**src/rtl/mc_pkg.sv**
```systemverilog
// Shared missile-command definitions: coordinate width, cursor grid limits
// and the launch controller state encoding.
package mc_pkg;

  localparam int COORD_W        = 4;
  localparam int DEF_GRID_X_MAX = 3;
  localparam int DEF_GRID_Y_MAX = 2;

  typedef enum logic [1:0] {
    IDLE = 2'd0,
    REQ  = 2'd1,
    COOL = 2'd2
  } launch_state_t;

endpackage

```
**src/rtl/launch_ctrl_if.sv**
```systemverilog
// Shot handshake between the launch controller (master) and the missile engine (slave).
interface launch_ctrl_if;
  import mc_pkg::*;

  logic               launch_valid;
  logic               launch_ready;
  logic [COORD_W-1:0] launch_x;
  logic [COORD_W-1:0] launch_y;

  modport master (output launch_valid, output launch_x, output launch_y, input  launch_ready);
  modport slave  (input  launch_valid, input  launch_x, input  launch_y, output launch_ready);

endinterface

```
**src/rtl/fire_sync.sv**
```systemverilog
// Two-flop synchronizer for an active-low button plus a one-cycle press pulse
// on each released-to-pressed transition of the synchronized level.
module fire_sync (
  input  logic clk,
  input  logic rst,
  input  logic btn_n,
  output logic press
);

  logic       s1, s2;
  logic       prev;
  logic [1:0] live;

  // live marks when s2 carries a real sample rather than its reset value, so a
  // button held through reset is not mistaken for a fresh press on release.
  always_ff @(posedge clk) begin
    if (rst) begin
      s1   <= 1'b1;
      s2   <= 1'b1;
      live <= 2'b00;
      prev <= 1'b0;
    end else begin
      s1   <= btn_n;
      s2   <= s1;
      live <= {live[0], 1'b1};
      prev <= s2 & live[1];
    end
  end

  assign press = prev & ~s2;

endmodule

```
**src/rtl/launch_ctrl.sv**
```systemverilog
// Latches the cursor on each fire press and offers it to the missile engine,
// tracking ammunition and enforcing a cooldown after every accepted launch.
import mc_pkg::*;

module launch_ctrl #(
  parameter int AMMO_MAX        = 10,
  parameter int COOLDOWN_CYCLES = 50000000,
  parameter int GRID_X_MAX      = DEF_GRID_X_MAX,
  parameter int GRID_Y_MAX      = DEF_GRID_Y_MAX
) (
  input  logic               clk,
  input  logic               rst,
  input  logic               fire_n,
  input  logic [COORD_W-1:0] cursor_x,
  input  logic [COORD_W-1:0] cursor_y,
  input  logic               new_wave,
  launch_ctrl_if.master      lc,
  output logic [3:0]         ammo,
  output logic               ammo_empty,
  output logic               cooling,
  output logic               fire_reject
);

  launch_state_t      state;
  logic [31:0]        cnt;
  logic               press;
  logic               in_range;
  logic               transfer;
  logic               valid_q;
  logic [COORD_W-1:0] x_q, y_q;

  fire_sync u_fire_sync (
    .clk   (clk),
    .rst   (rst),
    .btn_n (fire_n),
    .press (press)
  );

  assign in_range = (cursor_x <= COORD_W'(GRID_X_MAX)) && (cursor_y <= COORD_W'(GRID_Y_MAX));
  assign transfer = (state == REQ) && lc.launch_ready;

  always_ff @(posedge clk) begin
    if (rst) begin
      state       <= IDLE;
      valid_q     <= 1'b0;
      x_q         <= '0;
      y_q         <= '0;
      cooling     <= 1'b0;
      fire_reject <= 1'b0;
      cnt         <= '0;
      ammo        <= 4'(AMMO_MAX);
    end else begin
      fire_reject <= 1'b0;
      case (state)
        IDLE: begin
          if (press) begin
            if ((ammo != 4'd0) && in_range) begin
              x_q     <= cursor_x;
              y_q     <= cursor_y;
              valid_q <= 1'b1;
              state   <= REQ;
            end else begin
              fire_reject <= 1'b1;
            end
          end
        end
        REQ: begin
          if (lc.launch_ready) begin
            valid_q <= 1'b0;
            cooling <= 1'b1;
            cnt     <= '0;
            state   <= COOL;
          end
        end
        COOL: begin
          if (cnt == 32'(COOLDOWN_CYCLES - 1)) begin
            cooling <= 1'b0;
            state   <= IDLE;
          end else begin
            cnt <= cnt + 32'd1;
          end
        end
        default: state <= IDLE;
      endcase

      // Refill takes priority over a same-cycle launch.
      if (new_wave) begin
        ammo <= 4'(AMMO_MAX);
      end else if (transfer) begin
        ammo <= ammo - 4'd1;
      end
    end
  end

  assign lc.launch_valid = valid_q;
  assign lc.launch_x     = x_q;
  assign lc.launch_y     = y_q;
  assign ammo_empty      = (ammo == 4'd0);

endmodule

```
**src/flat_wrapper.sv**
```systemverilog
// flat-port wrapper written by rule: the top's interface ports become plain ports
module launch_ctrl_flat 
#(
  parameter int AMMO_MAX        = 10,
  parameter int COOLDOWN_CYCLES = 50000000,
  parameter int GRID_X_MAX      = DEF_GRID_X_MAX,
  parameter int GRID_Y_MAX      = DEF_GRID_Y_MAX
)
  (clk, rst, fire_n, cursor_x, cursor_y, new_wave, ammo, ammo_empty, cooling, fire_reject, lc_launch_valid, lc_launch_x, lc_launch_y, lc_launch_ready);
  launch_ctrl_if lc_i ();
  input  logic clk;
  input  logic rst;
  input  logic fire_n;
  input  logic [COORD_W-1:0] cursor_x;
  input  logic [COORD_W-1:0] cursor_y;
  input  logic new_wave;
  output logic [3:0] ammo;
  output logic ammo_empty;
  output logic cooling;
  output logic fire_reject;
  output wire logic [$bits(lc_i.launch_valid)-1:0] lc_launch_valid;
  output wire logic [$bits(lc_i.launch_x)-1:0] lc_launch_x;
  output wire logic [$bits(lc_i.launch_y)-1:0] lc_launch_y;
  input wire logic [$bits(lc_i.launch_ready)-1:0] lc_launch_ready;
  assign lc_launch_valid = lc_i.launch_valid;
  assign lc_launch_x = lc_i.launch_x;
  assign lc_launch_y = lc_i.launch_y;
  assign lc_i.launch_ready = lc_launch_ready;
  launch_ctrl #(.AMMO_MAX(AMMO_MAX), .COOLDOWN_CYCLES(COOLDOWN_CYCLES), .GRID_X_MAX(GRID_X_MAX), .GRID_Y_MAX(GRID_Y_MAX)) u_core (.clk(clk), .rst(rst), .fire_n(fire_n), .cursor_x(cursor_x), .cursor_y(cursor_y), .new_wave(new_wave), .lc(lc_i), .ammo(ammo), .ammo_empty(ammo_empty), .cooling(cooling), .fire_reject(fire_reject));
endmodule
```
**config.mk**
```make
export PLATFORM = sky130hd
export DESIGN_NAME = launch_ctrl_flat
export DESIGN_NICKNAME = d
export VERILOG_FILES = /design/src/rtl/mc_pkg.sv /design/src/rtl/launch_ctrl_if.sv /design/src/rtl/fire_sync.sv /design/src/rtl/launch_ctrl.sv /design/src/flat_wrapper.sv
export SDC_FILE = /design/constraint.sdc
export NUM_CORES = 1
export LEC_CHECK = 0
export BUFFER_PORTS_ARGS = -buffer_cell sky130_fd_sc_hd__buf_2
export CAP_MARGIN = 15
export CELL_PAD_IN_SITES_DETAIL_PLACEMENT = 0
export CELL_PAD_IN_SITES_GLOBAL_PLACEMENT = 2
export CORE_ASPECT_RATIO = 0.75
export CORE_MARGIN = 4
export CORE_UTILIZATION = 34
export DETAILED_ROUTE_END_ITERATION = 10
export GPL_ROUTABILITY_DRIVEN = 0
export PLACE_DENSITY = 0.81
export SLEW_MARGIN = 5
export SYNTH_ARGS = -nofsm -noshare
export SYNTH_HDL_FRONTEND = slang
export SYNTH_SLANG_ARGS = --single-unit
```
**constraint.sdc**
```tcl
create_clock -name clk -period 2.33 [get_ports clk]
set_clock_uncertainty 0.05 [all_clocks]
set_input_delay 0.233 -clock clk [delete_from_list [all_inputs] [get_ports clk]]
set_output_delay 0.233 -clock clk [all_outputs]
set_load 0.02 [all_outputs]
```
== Yosys cells after proc, flatten, opt, wreduce, memory -nomap -nowiden ==
Index checks and enable logic that the tools add are counted.

* $add $sub $neg: 2
* Order comparisons: 2
* Equality and inequality tests: 8
* Muxes and demuxes: 17
* Bitwise logic cells: 5
* Reductions and logical operators: 15

{| class="wikitable"
|+ Operators by type and width
! cell !! number
|-
| two-way mux 32 bit || 2
|-
| one-hot mux 32 bit (2 select lines) || 1
|-
| adder 32 x 1 -> 32 bit, second input constant || 1
|-
| equality test 32 x 26 -> 1 bit, second input constant || 1
|-
| AND reduction 3 bit || 3
|-
| less-or-equal comparator 4 x 2 -> 1 bit, second input constant || 2
|-
| two-way mux 2 bit || 4
|-
| AND reduction 4 bit || 2
|-
| two-way mux 1 bit || 7
|-
| inequality test 2 x 1 -> 1 bit, second input constant || 3
|-
| one-hot mux 2 bit (3 select lines) || 1
|-
| logical NOT 4 bit || 1
|-
| inequality test 2 bit, second input constant || 2
|-
| one-hot mux 1 bit (2 select lines) || 2
|-
| nonzero test 2 bit || 2
|-
| nonzero test 4 bit || 1
|-
| subtractor 4 x 1 -> 4 bit, second input constant || 1
|-
| logical AND 1 bit || 3
|-
| NOT 1 bit || 3
|-
| OR reduction 3 bit || 1
|-
| bitwise AND 1 bit || 2
|-
| equality test 2 x 1 -> 1 bit, second input constant || 1
|-
| equality test 2 bit, second input constant || 1
|-
| logical NOT 2 bit || 1
|-
| OR reduction 2 bit || 1
|}

* Register bits after elaboration: 54
* Input port bits: 13
* Output and inout port bits: 16
* Logic and storage cells: 62

== Longest topological paths before layout ==
Gate-level depths: netlist (run 1).

* Word-level depth: 6
* Mapped depth: 8
* Gate-level depth less buffers: 7

== Modules after synthesis ==
Synthesis (run 1) repeated with hierarchy kept, for this count alone.

* Cell total of the unflattened synthesis: 301
* Area total of the unflattened synthesis: 2,618.8 µm²

{| class="wikitable"
|+ By module, submodules not included
! module !! instances !! cells each !! area each (µm²) !! sequential area each (µm²)
|-
| launch_ctrl || 1 || 290 || 2,481.1 || 980.9
|-
| fire_sync || 1 || 11 || 137.6 || 100.1
|}

== Least setup slack after synthesis (run 1) ==
No wires, ideal clock.

* Path kind: flip-flop to flip-flop
* From: register u_core.ammo[0]
* To: register u_core.x_q[0] (netlist: u_core.lc.launch_x[0])
* Setup time: 0.128 ns
* Arrival time: 2.124 ns
* Data required time: 2.152 ns
* Slack: 0.028 ns
* Cell stages (with the launch flop): 9
* Path buffers: 1
* Period minus slack after synthesis: 2.302 ns
* Path through: dfxtp_1 -> inv_1 -> ha_1 -> nor3b_1 -> a211o_1 -> or4_1 -> clkbuf_1 -> mux2i_1 -> nor2_1

* Word-level cells in the longest chain between the ends: 3

{| class="wikitable"
|+ RTL lines
! element !! RTL line !! text
|-
| start: declaration || launch_ctrl.sv:18 || <nowiki>output logic [3:0] ammo,</nowiki>
|-
| start signal: assignment || launch_ctrl.sv:51 || <nowiki>ammo <= 4'(AMMO_MAX);</nowiki>
|-
| start signal: assignment || launch_ctrl.sv:88 || <nowiki>ammo <= 4'(AMMO_MAX);</nowiki>
|-
| start signal: assignment || launch_ctrl.sv:90 || <nowiki>ammo <= ammo - 4'd1;</nowiki>
|-
| nonzero test 4 bit || launch_ctrl.sv:57 || <nowiki>if ((ammo != 4'd0) && in_range) begin</nowiki>
|-
| logical AND 1 bit || launch_ctrl.sv:57 ||
|-
| AND reduction 3 bit (no line) || n/a ||
|-
| end signal: assignment || launch_ctrl.sv:58 || <nowiki>x_q <= cursor_x;</nowiki>
|-
| end: declaration || launch_ctrl.sv:30 || <nowiki>logic [COORD_W-1:0] x_q, y_q;</nowiki>
|}

Every way passes these cells.
A chain may end at the register's enable or synchronous reset.

== Worst setup path in the final report (run 1) ==
* From: register u_core.cnt[30]
* To: register u_core.cnt[9]

* Word-level cells in the longest chain between the ends: 3

{| class="wikitable"
|+ RTL lines
! element !! RTL line !! text
|-
| start: declaration || launch_ctrl.sv:25 || <nowiki>logic [31:0] cnt;</nowiki>
|-
| start signal: assignment || launch_ctrl.sv:80 || <nowiki>cnt <= cnt + 32'd1;</nowiki>
|-
| equality test 32 x 26 -> 1 bit || launch_ctrl.sv:76 || <nowiki>if (cnt == 32'(COOLDOWN_CYCLES - 1)) begin</nowiki>
|-
| inequality test 2 bit (no line) || n/a ||
|-
| AND reduction 3 bit (no line) || n/a ||
|}

Every way passes these cells.

==> flow_summary_export.csv, run 1 <==
group,metric,value,unit
yosys,synth_top_cells_by_count,"54 x dfxtp_1, 39 x a21oi_1, 27 x nor2_1",
floorplan,fp.dieW,106,µm
yosys,muxShareOfSynthArea,2.03,%
setup_path,crit_type,"reg -> reg",
placement,dp.cells,425,
setup_path,startpoint,"u_core.cnt[30]",
sta,max_slew_margin,74.2,%
yosys,ys_warn_count,0,
clock_tree,cts_buffers,5,
global_route,grt_use_total,15.3,%
yosys,syn-num-nets,307,
setup_path,timing.rr.start,"u_core.cnt[30]",
placement,portBuffers,28,
sta,worstMarginPinSlew,0.386,ns
yosys,synthArstFlopShare,0,%
hold_path,min_path_type,"in -> reg",
clock_tree,holdBufCountCts,0,
power_and_ir_drop,p_leak,1.13,nW
outcome,status,"completed",
setup_path,cpMaxStageDelayCell,"or4_4",
routing,drc,0,
global_route,grt_pass1_vias,2022,
yosys,synth.distinct_cells,49,
setup_path,critPathRequiredTime,2.48,ns
routing,via_per_inst,5.22,
clock_tree,clock-sinks,54,
setup_path,critPathMaxStageDelay,0.50,ns
yosys,yosys.area.top_type_share,43.7,%
setup_path,path_cells,"or4_4 > nor4_4 > nand3_2 > a21o_4 > a41oi_1 > a21oi_1",
yosys,yosysTopAreaCell,"dfxtp_1",
floorplan,fp-row-count,26,
yosys,synth_compound_area_share,21.3,%
clock_tree,cts_resized,0,
floorplan,die_y,81.8,µm
yosys,synth_top_family_by_area,"simple AND/OR/NAND/NOR gates",
power_and_ir_drop,vdd_drop_max,0.000237,V
sta,max_freq,462,MHz
setup_path,arrival,2.31,ns
yosys,synth_xor_area_share,1.42,%
clock_tree,insertion_delay,0.31,ns
routing,wl,6240,µm
yosys,syn_inst,292,
cells_and_area,final_net_count,349,
setup_path,critPathCaptureType,"flip-flop",
cells_and_area,antenna_cells,0,
yosys,seq_area_frac_synth,43.7,%
sta,rsz0062_at_grt,"no",
sta,fin_crit_sh,92.8,%
yosys,synth_ff_type,"dfxtp_1",
yosys,syn-cell-area,2470,µm²
yosys,yosys.area_share.simple,26.6,%
routing,first_pass_iters,5,
sta,setup_violations,0,
routing,vias,2259,
placement,dp_hpwl,4590,µm
cells_and_area,drive_gt1_share,22.1,%
yosys,synth_most_common_cell,"dfxtp_1",
global_route,antenna_found_initial,0,
clock_tree,cts_buffer_depth,2,
sta,maxSlewViolCount,0,
global_route,grt_pass1_wl,10500,µm
floorplan,ios,29,
sta,period_needed,2.16,ns
power_and_ir_drop,powerDensity,521,nW/µm²
yosys,synthAdderAreaFrac,1.01,%
routing,first_iter_violations,163,
sta,setup_tns,0,ns
setup_path,crit_fanout,25,
routing,wl_per_cell,14.4,µm
cells_and_area,stdcell_count,433,
floorplan,die_area,8710,µm²
routing,ant_nets,0,
global_route,grt_overflow,0,
run,drv_cap,0,
yosys,synth_edf_count,0,
yosys,syn_area_per_cell,8.46,µm²
clock_tree,htree_levels,2,
clock_tree,cts_tree,"yes",
clock_tree,clk_pin_slew,0.11,ns
hold_path,min-delay-start,"fire_n",
floorplan,initial_core_util,35.7,%
sta,hold_viol,0,
setup_path,cp-start-kind,"flip-flop",
yosys,synth_area_leaders,"dfxtp_1 44%, a21oi_1 7.9%, nor2_1 4.1%",
clock_tree,post_cts_buffers,0,
global_route,grt_max_degree,26,
cells_and_area,syn_to_final_growth,18.2,%
floorplan,core,6930,µm²
clock_tree,root_buffer,"clkbuf_8",
yosys,synth_seq_cells,54,
metal layers:
layer  wire [µm]  part of all wire (%)  vias to the layer above  GRT usage, %
li1            -                     -                     1146             -
met1        3390                    54                     1056          23.3
met2        2490                    40                       53          21.5
met3         312                   5.0                        4          3.30
met4          43                  0.69                        0          3.83
met5           0                     0                        -             0
placed cells by master (no fill, tap or decap), drive strengths merged, types with 2 or more instances in the layout:
| cell type | synthesis | final |
|---|---|---|
| o21ai | 16 | 16 |
| nor4 | 3 | 3 |
| nor2b | 2 | 2 |
| nand2b | 2 | 2 |
| o31ai | 2 | 2 |
| clkbuf | 9 | 5 |
| a41oi | 4 | 4 |
| nand2 | 25 | 25 |
| and3 | 12 | 12 |
| mux2i | 5 | 5 |
| or3 | 2 | 2 |
| or2 | 7 | 7 |
| nand4 | 7 | 7 |
| xnor2 | 3 | 3 |
| inv | 8 | 9 |
| nand3 | 13 | 13 |
| a31oi | 10 | 10 |
| buf | 4 | 48 |
| nor3 | 8 | 8 |
| or4 | 7 | 7 |
| nor3b | 2 | 2 |
| ha | 2 | 2 |
| nor2 | 27 | 27 |
| a21oi | 40 | 40 |
| dfxtp | 54 | 54 |
| a21o | 4 | 4 |
path summary, 6_finish.rpt:
kind / cells past startpoint / slack, ns / end
setup / recovery: 6 / 0.17 / u_core.cnt[9]
hold / removal: 2 / 0.05 / u_core.u_fire_sync.s1
setup reg to reg: 6 / 0.17 / u_core.cnt[9]
hold reg to reg: 1 / 0.38 / u_core.u_fire_sync.s2
per-stage QoR:
stage	utilization [%]	setup slack (ns)	hold WS [ns]	instance area (µm²)	power [mW]
finish	42.1	0.167	0.0475	2920	1.52
global placement	40.7	0.123	0.367	2820	0.990
floorplan	-	0.0280	0.260	2470	0.968
detailed placement	40.7	0.0991	0.365	2820	0.990
global route	42.1	0.0506	0.0415	2920	1.59
CTS	42.0	0.111	0.0352	2910	1.54
state kept, by name, summed over array words and instances (netlist names):
register	flops
u_core.u_fire_sync.prev	1
u_core.lc.launch_valid	1
u_core.lc.launch_y	4
u_core.u_fire_sync.live	2
u_core.u_fire_sync.s2	1
u_core.state	2
u_core.lc.launch_x	4
u_core.ammo	4
u_core.u_fire_sync.s1	1
u_core.cooling	1
u_core.cnt	32
u_core.fire_reject	1
final cells by class:
cell class,count,area [µm²]
multi-input cells,217,1300
fillers,713,4010
repair buffers,48,290
well taps,98,123
clock inverters,3,25.0
flip-flops and latches,54,1080
inverters,8,30.0
clock buffers,5,68.8
kinds of logic after synthesis:
kind of cell             after synthesis
AO/OA/AOI/OAI                         84
XOR/XNOR                               4
adder cells (fa/ha/maj)                2
buffers and inverters                 21
flip-flops                            54
multiplexers                           5
AND/OR/NAND/NOR                      122
worst max-delay path, delay by kind of cell (launching register included):
kind               cells  cell delay (ns)
and+or+nand+nor        3             0.96
AOI/OAI and AO/OA      3             0.67
DFF                    1             0.36
where the power goes:
group | internal (mW) | switching, mW | total [mW]
logic | 0.0142 | 0.0265 | 0.0407
clock network | 0.218 | 0.336 | 0.554
registers | 0.927 | 0.00110 | 0.928
total | 1.16 | 0.363 | 1.52
Note: power is estimated with default switching activity, not from simulation.
==> inputs of run 2 (changes only) <==
- SETUP_SLACK_MARGIN: unset -> 0.4
==> flow_summary_export.csv, run 2 (synthesis results as in run 1) <==
group,metric,value,unit
clock_tree,cts_tree,"yes",
setup_path,critPathRequiredTime,2.50,ns
outcome,status,"completed",
floorplan,initial_core_util,35.7,%
global_route,grt_pass1_vias,2324,
sta,max_slew_margin,58.0,%
setup_path,critPathMaxStageDelay,0.55,ns
cells_and_area,antenna_cells,0,
global_route,grt_overflow,0,
sta,fin_crit_sh,91.9,%
sta,maxSlewViolCount,0,
placement,portBuffers,28,
routing,vias,2399,
sta,max_freq,467,MHz
routing,drc,0,
routing,first_iter_violations,112,
clock_tree,clock-sinks,54,
cells_and_area,syn_to_final_growth,33.5,%
setup_path,cpMaxStageDelayCell,"or4_4",
power_and_ir_drop,p_leak,1.27,nW
floorplan,die_area,8710,µm²
setup_path,arrival,2.31,ns
routing,wl,7250,µm
cells_and_area,nFillCells,687,
clock_tree,htree_levels,2,
cells_and_area,largest_reg_flops,32,
floorplan,fp.dieW,106,µm
clock_tree,insertion_delay,0.31,ns
setup_path,cp_top_family,"simple AND/OR/NAND/NOR gates",
setup_path,path_cells,"or4_4 > nor4_4 > nand3_4 > a21o_4 > a21oi_2 > o21ba_2",
sta,setup_ws,0.188,ns
clock_tree,root_buffer,"clkbuf_8",
cells_and_area,final_area,3300,µm²
global_route,antenna_found_initial,0,
hold_path,min_path_type,"in -> reg",
cells_and_area,drive_gt1_share,34.0,%
floorplan,fp-row-count,26,
sta,hold_ws,0.0563,ns
cells_and_area,layout_common_cells,"43 x dfxtp_1, 37 x a21oi_1, 33 x buf_4, 28 x buf_2, 25 x nor2_1",
cells_and_area,layout_commonest_cell,"dfxtp_1",
global_route,grt_pass1_wl,12000,µm
setup_path,cp-start-kind,"flip-flop",
sta,setup_tns,0,ns
cells_and_area,regMostFlops,"u_core.cnt",
clock_tree,cts_buffer_depth,2,
routing,first_pass_iters,4,
setup_path,r2r_slack,0.19,ns
sta,rsz0062_at_grt,"yes",
routing,ant_nets,0,
floorplan,die_y,81.8,µm
clock_tree,clk_pin_slew,0.11,ns
cells_and_area,fin_util,47.6,%
floorplan,core,6930,µm²
floorplan,ios,29,
cells_and_area,final_net_count,367,
sta,period_needed,2.14,ns
placement,pre_cts_ws,0.0703,ns
run,drv_cap,0,
sta,hold_viol,0,
setup_path,critPathCaptureType,"flip-flop",
clock_tree,holdBufCountCts,0,
clock_tree,cts_buffers,5,
routing,via_per_inst,5.32,
placement,dp_hpwl,4710,µm
setup_path,crit_type,"reg -> reg",
global_route,grt_max_degree,20,
power_and_ir_drop,powerDensity,514,nW/µm²
global_route,grt_use_total,17.5,%
sta,setup_violations,0,
setup_path,critPathBufInv,0,
routing,wl_per_cell,16.1,µm
placement,placed_cell_area,2840,µm²
sta,worstMarginPinSlew,0.630,ns
setup_path,crit_fanout,7,
power_and_ir_drop,vdd_drop_max,0.000235,V
-- run 2: changes by cell type in the layout (fill, tap and decap cells not counted), moves of 3 or more --
cell and change:
dfxtp_2 +6, dfxtp_1 -11, buf_4 +13, a31oi_4 +3
dfxtp_4 +5, a31oi_1 -3
-- run 2: worst paths after layout --
| path | startpoint | endpoint | depth (start not counted) |
|---|---|---|---|
| hold / removal | fire_n | u_core.u_fire_sync.s1 | 2 |
| setup reg to reg | u_core.cnt[28] | u_core.cnt[19] | 6 |
| hold reg to reg | u_core.u_fire_sync.s1 | u_core.u_fire_sync.s2 | 1 |
| setup / recovery | u_core.cnt[28] | u_core.cnt[19] | 6 |
-- run 2: metrics by stage --
step           cells  power (mW)
6_report         451        1.70
5_1_grt          451        1.76
4_1_cts          444        1.72
3_5_place_dp     425       0.988
3_3_place_gp     425       0.988
2_1_floorplan    292       0.966
-- run 2: final cells by class --
type | instances | area, µm² | share of cell area (%)
sequential | 54 | 1110 | 33.6
clock buffer | 7 | 108 | 3.26
clock inverter | 1 | 30.0 | 0.910
timing repair buffer | 62 | 399 | 12.1
tap | 98 | 123 | 3.72
inverter | 8 | 30.0 | 0.910
multi-input combinational | 221 | 1500 | 45.5
-- run 2: timing repair --
item	in CTS	in global routing
pin swaps	14	8
setup buffers	7	7
cloned	4	0
setup endpoints to repair	38	40
gates resized for setup	17	23
-- run 2: worst reg2reg max path, stage by stage, from the launching register on --
cell	delay [ns]
dfxtp_1	0.34
or4_4	0.55
nor4_4	0.37
nand3_4	0.16
a21o_4	0.31
a21oi_2	0.12
o21ba_2	0.15
-- run 2: where the power goes --
group          leakage [nW]  internal, mW  switching [mW]
logic                 0.755        0.0153          0.0279
registers             0.442         0.921         0.00110
clock network        0.0696         0.415           0.317
-- run 2: per-layer routing --
layer  global-route usage [%]  vias to the layer above  part of all wire (%)
met1                     25.8                     1151                    52
met5                        0                        -                     0
li1                         -                     1197                     -
met4                     4.98                        0                   1.2
met3                     3.53                        8                   5.0
met2                     25.9                       43                    42
==> inputs of run 3 (changes only) <==
- GPL_TIMING_DRIVEN: unset -> 0
==> flow_summary_export.csv, run 3 (synthesis results as in run 1) <==
group,metric,value,unit
cells_and_area,drive_gt1_share,32.0,%
setup_path,crit_fanout,6,
cells_and_area,syn_to_final_growth,30.9,%
routing,drc,0,
hold_path,min-delay-start,"fire_n",
outcome,status,"completed",
sta,setup_violations,0,
sta,fin_crit_sh,95.8,%
floorplan,fp.dieW,106,µm
cells_and_area,largest_reg_flops,32,
clock_tree,root_buffer,"clkbuf_8",
power_and_ir_drop,switching_share,22.5,%
clock_tree,clock-sinks,54,
global_route,grt_max_degree,17,
power_and_ir_drop,power_switching,0.352,mW
setup_path,critPathCaptureType,"flip-flop",
setup_path,critPathMaxStageDelay,0.52,ns
clock_tree,clk_pin_slew,0.10,ns
routing,wl,6940,µm
floorplan,core,6930,µm²
floorplan,fp-row-count,26,
cells_and_area,regMostFlops,"u_core.cnt",
sta,rsz0062_at_grt,"yes",
power_and_ir_drop,pwr-share-seq,58.8,%
clock_tree,cts_tree,"yes",
floorplan,die_y,81.8,µm
global_route,grt_pass1_vias,2100,
clock_tree,insertion_delay,0.31,ns
floorplan,ios,29,
power_and_ir_drop,power_frac_comb,2.8,%
global_route,grt_use_total,16.6,%
cells_and_area,layout_commonest_cell,"dfxtp_1",
clock_tree,cts_buffers,5,
sta,hold_viol,0,
floorplan,die_area,8710,µm²
routing,ant_nets,0,
routing,vias,2349,
sta,worstMarginPinSlew,0.526,ns
sta,hold_ws,0.0507,ns
cells_and_area,antenna_cells,0,
run,drv_cap,0,
global_route,grt_overflow,0,
placement,dp_hpwl,4710,µm
routing,first_pass_iters,4,
sta,period_needed,2.23,ns
power_and_ir_drop,vdd_drop_max,0.000229,V
power_and_ir_drop,powerDensity,484,nW/µm²
placement,portBuffers,28,
setup_path,cp-start-kind,"flip-flop",
cells_and_area,stdcell_count,439,
setup_path,critPathRequiredTime,2.48,ns
sta,max_freq,448,MHz
global_route,grt_pass1_wl,11400,µm
setup_path,crit_type,"reg -> reg",
setup_path,cpMaxStageDelayCell,"or4bb_4",
setup_path,startpoint,"u_core.cnt[24]",
setup_path,timing.rr.start,"u_core.cnt[24]",
setup_path,path_cells,"buf_8 > or4bb_4 > nor4_4 > nand3_4 > a21o_4 > buf_12 > a41oi_2 > a21oi_1",
power_and_ir_drop,p_leak,1.20,nW
clock_tree,cts_buffer_depth,2,
hold_path,min_path_type,"in -> reg",
sta,setup_tns,0,ns
sta,max_slew_margin,64.9,%
routing,wl_per_cell,15.8,µm
global_route,antenna_found_initial,0,
setup_path,arrival,2.38,ns
routing,via_per_inst,5.35,
clock_tree,htree_levels,2,
placement,dp.cells,418,
sta,maxSlewViolCount,0,
power_and_ir_drop,clkPwrFrac,38.4,%
cells_and_area,final_net_count,355,
cells_and_area,layout_common_cells,"41 x dfxtp_1, 37 x a21oi_1, 28 x buf_2, 24 x nor2_1, 23 x nand2_1",
routing,first_iter_violations,148,
power_and_ir_drop,cell_internal_pwr,1.21,mW
floorplan,initial_core_util,35.7,%
[run 3: cell types whose count changed in the layout (fill, tap and decap cells not counted), sizes merged]
cell,delta
a21o,-2
bufinv,-1
clkbuf,+8
clkinvlp,+1
buf,-17
nand3,-1
[run 3: per-layer routing]
layer,track usage (%),wire length [µm],up-vias
li1,-,-,1172
met1,25.3,3600,1118
met2,23.7,2870,54
met3,3.61,425,5
met4,3.45,45,0
met5,0,0,-
[run 3: final cells by class]
cell class | count | area [µm²]
fillers | 705 | 3690
multi-input cells | 218 | 1490
flip-flops and latches | 54 | 1110
repair buffers | 40 | 270
well taps | 98 | 123
plain buffers | 13 | 108
clock buffers | 7 | 97.6
inverters | 8 | 30.0
clock inverters | 1 | 7.51
[run 3: power groups by stage]
stage / logic [mW] / registers [mW] / clock network, mW
global placement: 0.0416 / 0.946 / 0
floorplan: 0.0196 / 0.946 / 0
detailed placement: 0.0416 / 0.947 / 0
CTS: 0.0425 / 0.925 / 0.620
global route: 0.0490 / 0.921 / 0.659
finish: 0.0440 / 0.920 / 0.601
[run 3: path summary, 6_finish.rpt]
check / cells after the start / slack, ns / end
setup / recovery: 8 / 0.1 / u_core.cnt[25]
hold / removal: 2 / 0.05 / u_core.u_fire_sync.s1
setup reg to reg: 8 / 0.1 / u_core.cnt[25]
hold reg to reg: 1 / 0.37 / u_core.u_fire_sync.s2
[run 3: through the flow]
step                worst slack [ns]  power, mW  instance area [µm²]  util (%)
global route                  0.0257       1.63                 3230      46.7
global placement              -0.452      0.988                 2780      40.1
floorplan                      0.231      0.966                 2510         -
detailed placement            -0.388      0.988                 2780      40.1
CTS                           0.0881       1.59                 3140      45.3
finish                        0.0982       1.57                 3230      46.7
[run 3: critical path: cells and delay by family (launching register included)]
kind,cells,cell delay [ns]
AND/OR/NAND/NOR,3,0.96
AO/OA/AOI/OAI,3,0.50
flip-flops,1,0.33
buffers and inverters,2,0.27
[run 3: repair_timing]
action,4_1_cts,5_1_grt
buffers inserted,9,2
hold buffers,0,0
endpoints found under the setup margin,36,36
gates cloned,2,0
gates resized for setup,37,25
pin swaps,21,15
